## config.mk

```make
export PLATFORM = sky130hd
export DESIGN_NAME = wb_stage_regfile_flat
export DESIGN_NICKNAME = d
export VERILOG_FILES = /design/src/rtl/rv_pkg.sv /design/src/rtl/wb_stage_regfile_if.sv /design/src/rtl/wb_stage_regfile_load_extend.sv /design/src/rtl/wb_stage_regfile.sv /design/src/flat_wrapper.sv
export SDC_FILE = /design/constraint.sdc
export NUM_CORES = 2
export LEC_CHECK = 0
export CORE_ASPECT_RATIO = 1.2
export CORE_MARGIN = 5
export CORE_UTILIZATION = 37
export DETAILED_ROUTE_END_ITERATION = 8
export HOLD_SLACK_MARGIN = 0.02
export PLACE_DENSITY = 0.65
export SETUP_SLACK_MARGIN = 0.5
export SYNTH_ARGS = -nofsm -noshare
export SYNTH_HDL_FRONTEND = slang
export SYNTH_SLANG_ARGS = --single-unit
```

## constraint.sdc

```tcl
create_clock -name Clk -period 13 [get_ports Clk]
set_clock_uncertainty 0.2 [all_clocks]
set_input_delay 3.9 -clock Clk [delete_from_list [all_inputs] [get_ports Clk]]
set_output_delay 3.9 -clock Clk [all_outputs]
set_load 0.02 [all_outputs]
```

## src/rtl/rv_pkg.sv

```systemverilog
// Shared writeback-stage definitions: result-source codes, load funct3 codes
// and default datapath widths.
package rv_pkg;

  localparam int XLEN_DEF  = 32;
  localparam int NREGS_DEF = 32;
  localparam int CNT_W_DEF = 64;

  typedef enum logic [1:0] {
    RESSRC_ALU = 2'b00,
    RESSRC_MEM = 2'b01,
    RESSRC_PC4 = 2'b10,
    RESSRC_IMM = 2'b11
  } ressrc_e;

  localparam logic [2:0] LD_LB  = 3'b000;
  localparam logic [2:0] LD_LH  = 3'b001;
  localparam logic [2:0] LD_LW  = 3'b010;
  localparam logic [2:0] LD_LBU = 3'b100;
  localparam logic [2:0] LD_LHU = 3'b101;

endpackage

```

## src/rtl/wb_stage_regfile_if.sv

```systemverilog
// MEM/WB writeback bundle plus decode read ports and retire counter.
`default_nettype none
interface wb_stage_regfile_if #(
  parameter int XLEN  = 32,
  parameter int CNT_W = 64
);
  logic             ValidW;
  logic             RegWriteW;
  logic [1:0]       ResultSrcW;
  logic [2:0]       LoadTypeW;
  logic [XLEN-1:0]  ALUResW;
  logic [XLEN-1:0]  ReadDataW;
  logic [4:0]       RdW;
  logic [XLEN-1:0]  ImmW;
  logic [XLEN-1:0]  PC4W;
  logic [4:0]       Rs1D;
  logic [4:0]       Rs2D;
  logic [XLEN-1:0]  RD1D;
  logic [XLEN-1:0]  RD2D;
  logic [XLEN-1:0]  ResultW;
  logic [CNT_W-1:0] InstRetW;

  modport master (
    output ValidW, RegWriteW, ResultSrcW, LoadTypeW, ALUResW, ReadDataW,
           RdW, ImmW, PC4W, Rs1D, Rs2D,
    input  RD1D, RD2D, ResultW, InstRetW
  );

  modport slave (
    input  ValidW, RegWriteW, ResultSrcW, LoadTypeW, ALUResW, ReadDataW,
           RdW, ImmW, PC4W, Rs1D, Rs2D,
    output RD1D, RD2D, ResultW, InstRetW
  );
endinterface
`default_nettype wire

```

## src/rtl/wb_stage_regfile_load_extend.sv

```systemverilog
// Load-data extraction: selects byte/halfword lane and sign/zero extends.
`default_nettype none
module load_extend
  import rv_pkg::*;
#(
  parameter int XLEN = XLEN_DEF
) (
  input  logic [XLEN-1:0] data_i,
  input  logic [1:0]      addr_i,
  input  logic [2:0]      funct3_i,
  output logic [XLEN-1:0] data_o
);

  logic [7:0]  byte_sel;
  logic [15:0] half_sel;

  always_comb begin
    case (addr_i)
      2'd0:    byte_sel = data_i[7:0];
      2'd1:    byte_sel = data_i[15:8];
      2'd2:    byte_sel = data_i[23:16];
      default: byte_sel = data_i[31:24];
    endcase
    // Misaligned halfwords are not trapped; the low address bit is dropped.
    half_sel = addr_i[1] ? data_i[31:16] : data_i[15:0];
  end

  always_comb begin
    case (funct3_i)
      LD_LB:   data_o = {{(XLEN-8){byte_sel[7]}}, byte_sel};
      LD_LBU:  data_o = {{(XLEN-8){1'b0}}, byte_sel};
      LD_LH:   data_o = {{(XLEN-16){half_sel[15]}}, half_sel};
      LD_LHU:  data_o = {{(XLEN-16){1'b0}}, half_sel};
      default: data_o = data_i;
    endcase
  end

endmodule
`default_nettype wire

```

## src/rtl/wb_stage_regfile.sv

```systemverilog
// Writeback stage: result select, 32-entry register file with write bypass
// to the decode read ports, and retired-instruction counter.
`default_nettype none
module wb_stage_regfile
  import rv_pkg::*;
#(
  parameter int XLEN  = XLEN_DEF,
  parameter int NREGS = NREGS_DEF,
  parameter int CNT_W = CNT_W_DEF
) (
  input  logic              Clk,
  input  logic              Rst_n,
  wb_stage_regfile_if.slave bus
);

  logic [XLEN-1:0]  regs_q [NREGS];
  logic [CNT_W-1:0] instret_q;
  logic [CNT_W-1:0] instret_d;
  logic [XLEN-1:0]  load_data;
  logic [XLEN-1:0]  result;
  logic             we;

  load_extend #(.XLEN(XLEN)) u_load_extend (
    .data_i   (bus.ReadDataW),
    .addr_i   (bus.ALUResW[1:0]),
    .funct3_i (bus.LoadTypeW),
    .data_o   (load_data)
  );

  always_comb begin
    case (ressrc_e'(bus.ResultSrcW))
      RESSRC_ALU: result = bus.ALUResW;
      RESSRC_MEM: result = load_data;
      RESSRC_PC4: result = bus.PC4W;
      default:    result = bus.ImmW;
    endcase
  end

  assign we = bus.ValidW & bus.RegWriteW & (bus.RdW != 5'd0);

  always_ff @(posedge Clk or negedge Rst_n) begin
    if (!Rst_n) begin
      for (int i = 0; i < NREGS; i++) regs_q[i] <= '0;
    end else if (we) begin
      regs_q[bus.RdW] <= result;
    end
  end

  // Same-cycle bypass lets decode see the value being written this cycle.
  function automatic logic [XLEN-1:0] read_port(input logic [4:0] rs);
    if (!Rst_n || rs == 5'd0) return '0;
    if (we && bus.RdW == rs)  return result;
    return regs_q[rs];
  endfunction

  assign bus.RD1D    = read_port(bus.Rs1D);
  assign bus.RD2D    = read_port(bus.Rs2D);
  assign bus.ResultW = result;

  always_comb begin
    instret_d = instret_q;
    if (bus.ValidW) instret_d = instret_q + CNT_W'(1);
  end

  always_ff @(posedge Clk or negedge Rst_n) begin
    if (!Rst_n) instret_q <= '0;
    else        instret_q <= instret_d;
  end

  assign bus.InstRetW = instret_q;

endmodule
`default_nettype wire

```

## src/flat_wrapper.sv

```systemverilog
// flat-port wrapper written by rule: the top's interface ports become plain ports
module wb_stage_regfile_flat import rv_pkg::*;
#(
  parameter int XLEN  = XLEN_DEF,
  parameter int NREGS = NREGS_DEF,
  parameter int CNT_W = CNT_W_DEF
)
  (Clk, Rst_n, bus_ValidW, bus_RegWriteW, bus_ResultSrcW, bus_LoadTypeW, bus_ALUResW, bus_ReadDataW, bus_RdW, bus_ImmW, bus_PC4W, bus_Rs1D, bus_Rs2D, bus_RD1D, bus_RD2D, bus_ResultW, bus_InstRetW);
  wb_stage_regfile_if #(.XLEN(XLEN), .CNT_W(CNT_W)) bus_i ();
  input  logic Clk;
  input  logic Rst_n;
  input wire logic [$bits(bus_i.ValidW)-1:0] bus_ValidW;
  input wire logic [$bits(bus_i.RegWriteW)-1:0] bus_RegWriteW;
  input wire logic [$bits(bus_i.ResultSrcW)-1:0] bus_ResultSrcW;
  input wire logic [$bits(bus_i.LoadTypeW)-1:0] bus_LoadTypeW;
  input wire logic [$bits(bus_i.ALUResW)-1:0] bus_ALUResW;
  input wire logic [$bits(bus_i.ReadDataW)-1:0] bus_ReadDataW;
  input wire logic [$bits(bus_i.RdW)-1:0] bus_RdW;
  input wire logic [$bits(bus_i.ImmW)-1:0] bus_ImmW;
  input wire logic [$bits(bus_i.PC4W)-1:0] bus_PC4W;
  input wire logic [$bits(bus_i.Rs1D)-1:0] bus_Rs1D;
  input wire logic [$bits(bus_i.Rs2D)-1:0] bus_Rs2D;
  output wire logic [$bits(bus_i.RD1D)-1:0] bus_RD1D;
  output wire logic [$bits(bus_i.RD2D)-1:0] bus_RD2D;
  output wire logic [$bits(bus_i.ResultW)-1:0] bus_ResultW;
  output wire logic [$bits(bus_i.InstRetW)-1:0] bus_InstRetW;
  assign bus_i.ValidW = bus_ValidW;
  assign bus_i.RegWriteW = bus_RegWriteW;
  assign bus_i.ResultSrcW = bus_ResultSrcW;
  assign bus_i.LoadTypeW = bus_LoadTypeW;
  assign bus_i.ALUResW = bus_ALUResW;
  assign bus_i.ReadDataW = bus_ReadDataW;
  assign bus_i.RdW = bus_RdW;
  assign bus_i.ImmW = bus_ImmW;
  assign bus_i.PC4W = bus_PC4W;
  assign bus_i.Rs1D = bus_Rs1D;
  assign bus_i.Rs2D = bus_Rs2D;
  assign bus_RD1D = bus_i.RD1D;
  assign bus_RD2D = bus_i.RD2D;
  assign bus_ResultW = bus_i.ResultW;
  assign bus_InstRetW = bus_i.InstRetW;
  wb_stage_regfile #(.XLEN(XLEN), .NREGS(NREGS), .CNT_W(CNT_W)) u_core (.Clk(Clk), .Rst_n(Rst_n), .bus(bus_i));
endmodule
```

==> parameters.txt <==
Parameter                              Value

Synthesis
  Library cells used by synthesis ... 66
  Share of the synthesized area in the top cell type ... 46.0%
  Most area-consuming cells after synthesis ... sky130_fd_sc_hd__dfrtp_1, sky130_fd_sc_hd__mux4_2, sky130_fd_sc_hd__nand2_1
  Warning count from the yosys run ... 0
  Asr flop ratio synth ... 100%
  Post-synthesis cell area ... 59200 µm²
  Synth Flop Type ... sky130_fd_sc_hd__dfrtp_1
  Most numerous cell in the Yosys netlist ... sky130_fd_sc_hd__nand2_1
  List of most frequent post-synthesis cells ... sky130_fd_sc_hd__nand2_1, sky130_fd_sc_hd__dfrtp_1, sky130_fd_sc_hd__o21ai_0
  Net count after synthesis ... 5663
  Sequential fraction of the synthesis area ... 46.0%
  Post-synth EDFFs ... 0
  Total of flip-flops plus latches after synthesis ... 1088
  Post-Syn Instances ... 5510
  Cell type contributing the most total cell area after synthesis ... sky130_fd_sc_hd__dfrtp_1
  Synthesized area per cell ... 10.7 µm²

Die
  Initial standard-cell utilization of the core ... 37.3%
  Chip Width ... 375 µm
  Number of top-level design ports ... 312
  Cell row count ... 160
  Die ar. ... 168000 µm²
  Core box area ... 159000 µm²
  Die height ... 448 µm

Timing
  Sum Neg Setup Slack ... 0 ns
  Unrepaired setup endpoints after global routing ... false
  Hold Violations, Final ... 0
  Total setup violations reported at the end of the flow ... 0
  Worst Tran Pin Value ... 1.37 ns
  Number of max-slew violations in the final report ... 0
  Final period util ... 95.4%
  Final Critical Period ... 12.40 ns
  Peak Freq ... 80.7 MHz
  Slew HR ... 7.41%

CTS
  CTS resizes ... 0
  Cts-stage hold buffer count ... 0
  Total CTS buffers ... 112
  Number of clock sinks seen by CTS ... 1088
  CTS tree ... done
  Worst skew pair latency ... 0.75 ns
  Clock slew at the register clock pins of the worst setup and hold paths ... 0.06 ns
  Post-CTS Setup Inserts ... 0
  Clock Tree Buf Depth ... 3
  Number of H-tree levels ... 3
  Clock tree root buffer cell ... sky130_fd_sc_hd__clkbuf_16

Pwr
  Static leakage power ... 29.0 nW
  Worst IR drop on VDD ... 0.114 mV
  Power per Cell Area ... 136 nW/µm²

Detailed routing
  Residual DRC count ... 0
  Count of vias placed by the detailed router ... 47700
  Number of optimization iterations in the first detailed-route pass ... 6
  Antenna Nets Post-Route ... 0
  Wire length after detailed routing ... 213000 µm
  Routed length per placed instance ... 27.7 µm
  Post-DR vias/cell ... 6.20
  Starting DRC count in detailed routing ... 5525

Cells and area
  Final net count ... 5646
  Count of fill cells added during filler insertion ... 14800
  Synthesis-to-finish area growth ... 15.2%
  Final core occ ... 42.9%
  Layout cells sized above 1 ... 16.1%
  Post-Layout Inst Area ... 68100 µm²

Critical path
  CP arrival ... 8.30 ns
  FF-to-FF setup slack ... 10.22 ns
  Type of element capturing the critical path ... output port
  Cell count of the worst reg-to-reg path ... 5
  Reg-to-reg critical path startpoint ... u_core.bus.InstRetW[8]$_DFFE_PN0P_
  Crit-path max FO ... 15
  Data required time at the worst endpoint ... 8.90 ns
  Worst setup path end ... bus_RD1D[17]
  Start point of the critical path ... bus_RdW[2]
  Worst setup SP type ... input pin
  Crit Reg-Reg Endpoint ... u_core.bus.InstRetW[58]$_DFFE_PN0P_
  Type of the worst setup path ... in -> out

Worst hold path
  Worst hold path class ... reg -> reg
  Hold Crit Start ... u_core.regs_q[1020]$_DFFE_PN0P_

Placement
  Placer Congestion ... 0.859
  Post-place instance area ... 64300 µm²
  Port bufs ... 311
  Estimated wirelength of the detail-placed design ... 127000 µm

GRT
  Tot GR Track Use ... 24.7%
  Wire length of the first global-routing pass ... 312000 µm
  Pin count of the biggest net entering global routing ... 177
  Global-route congestion overflow total ... 0
  Antenna violations before repair ... 9
  Vias in the first global route ... 46800

Job
  MaxCap Viol Count ... 0

Status
  Status ... complete, no violations
-- registers in the layout (all words and copies together) (netlist names) --
| register | flops |
|---|---|
| u_core.regs_q | 1024 |
| u_core.bus.InstRetW | 64 |
-- power by group --
| group | total [mW] | switching, mW | internal [mW] | leakage (nW) |
|---|---|---|---|---|
| Combinational | 1.74 | 0.957 | 0.780 | 12.5 |
| Clock | 3.41 | 1.46 | 1.95 | 1.91 |
| Sequential | 4.14 | 0.326 | 3.81 | 14.6 |
-- per-stage QoR --
stage,hold slack [ns],setup slack (ns),power [mW],std cells
3_5_place_dp,0.182,0.773,5.91,7485
6_report,0.192,0.603,9.29,7693
4_1_cts,0.197,0.756,9.30,7689
5_1_grt,0.206,0.610,9.66,7690
2_1_floorplan,0.241,2.77,5.25,5510
3_3_place_gp,0.176,0.791,5.84,7485
-- worst min-delay path by stage --
stage | end | cells after the start
after CTS | u_core.regs_q[1012]$_DFFE_PN0P_ | 0
after detailed placement | u_core.regs_q[1020]$_DFFE_PN0P_ | 0
after global placement | u_core.regs_q[1016]$_DFFE_PN0P_ | 0
final | u_core.regs_q[1020]$_DFFE_PN0P_ | 0
after global routing | u_core.regs_q[1020]$_DFFE_PN0P_ | 0
after floorplan | u_core.regs_q[1003]$_DFFE_PN0P_ | 1
-- layout by cell type (no fill, tap or decap), types with 13 or more instances in the layout --
cell	n
sky130_fd_sc_hd__clkbuf_1	20
sky130_fd_sc_hd__inv_1	31
sky130_fd_sc_hd__a21o_1	40
sky130_fd_sc_hd__clkbuf_16	115
sky130_fd_sc_hd__o21ai_0	536
sky130_fd_sc_hd__a22oi_1	64
sky130_fd_sc_hd__clkinv_2	19
sky130_fd_sc_hd__nand2_1	1063
sky130_fd_sc_hd__o311ai_0	26
sky130_fd_sc_hd__nor2_2	16
sky130_fd_sc_hd__xor2_1	51
sky130_fd_sc_hd__clkbuf_8	33
sky130_fd_sc_hd__nor2b_1	24
sky130_fd_sc_hd__a221oi_4	24
sky130_fd_sc_hd__dfrtp_1	1088
sky130_fd_sc_hd__a31oi_1	23
sky130_fd_sc_hd__o31ai_1	465
sky130_fd_sc_hd__mux2_2	16
sky130_fd_sc_hd__xnor2_1	22
sky130_fd_sc_hd__nand3_1	21
sky130_fd_sc_hd__a21oi_1	92
sky130_fd_sc_hd__mux2i_1	326
sky130_fd_sc_hd__and3_1	14
sky130_fd_sc_hd__nand4_1	14
sky130_fd_sc_hd__o211ai_1	13
sky130_fd_sc_hd__o21bai_1	62
sky130_fd_sc_hd__a221o_1	27
sky130_fd_sc_hd__nand2b_1	21
sky130_fd_sc_hd__o22ai_1	40
sky130_fd_sc_hd__nor3_1	30
sky130_fd_sc_hd__a221oi_1	127
sky130_fd_sc_hd__nor2_1	95
sky130_fd_sc_hd__mux4_2	388
sky130_fd_sc_hd__nand2_4	25
sky130_fd_sc_hd__clkdlybuf4s50_1	273
sky130_fd_sc_hd__buf_4	186
-- worst max-delay path, cell delays in order --
cell and delay (ns):
sky130_fd_sc_hd__clkdlybuf4s50_1 0.90, sky130_fd_sc_hd__nor3_1 0.16, sky130_fd_sc_hd__buf_4 0.21, sky130_fd_sc_hd__a211oi_1 0.67
sky130_fd_sc_hd__nand3_1 0.53, sky130_fd_sc_hd__buf_4 0.41, sky130_fd_sc_hd__o311ai_0 0.73, sky130_fd_sc_hd__clkdlybuf4s50_1 0.76
-- cells by family after synthesis --
| kind of cell | synth area share (%) |
|---|---|
| compound gates | 18.3 |
| xor+xnor | 1.08 |
| flops | 46.0 |
| buf+inv | 4.43 |
| simple gates | 9.51 |
| mux | 20.6 |
| fa+ha+maj | 0.0211 |
-- per-layer routing --
| layer | track usage, % | share of wire (%) | vias up |
|---|---|---|---|
| li1 | - | - | 20500 |
| met1 | 31.6 | 38 | 23900 |
| met5 | 0 | 0.023 | - |
| met4 | 12.7 | 5.7 | 6 |
| met3 | 5.56 | 9.9 | 601 |
| met2 | 39.6 | 46 | 2643 |
-- area by class of cell --
| cell class | count | area (µm²) | area share, % |
|---|---|---|---|
| Clock inverter | 38 | 469 | 0.689 |
| Tap cell | 2106 | 2640 | 3.87 |
| Timing Repair Buffer | 476 | 4430 | 6.50 |
| Inverter | 39 | 146 | 0.215 |
| Sequential cell | 1088 | 27200 | 40.0 |
| Multi-Input combinational cell | 3776 | 29800 | 43.8 |
| Antenna cell | 4 | 10.0 | 0.0147 |
| Clock buffer | 166 | 3380 | 4.96 |
Note: power is estimated with default switching activity, not from simulation.
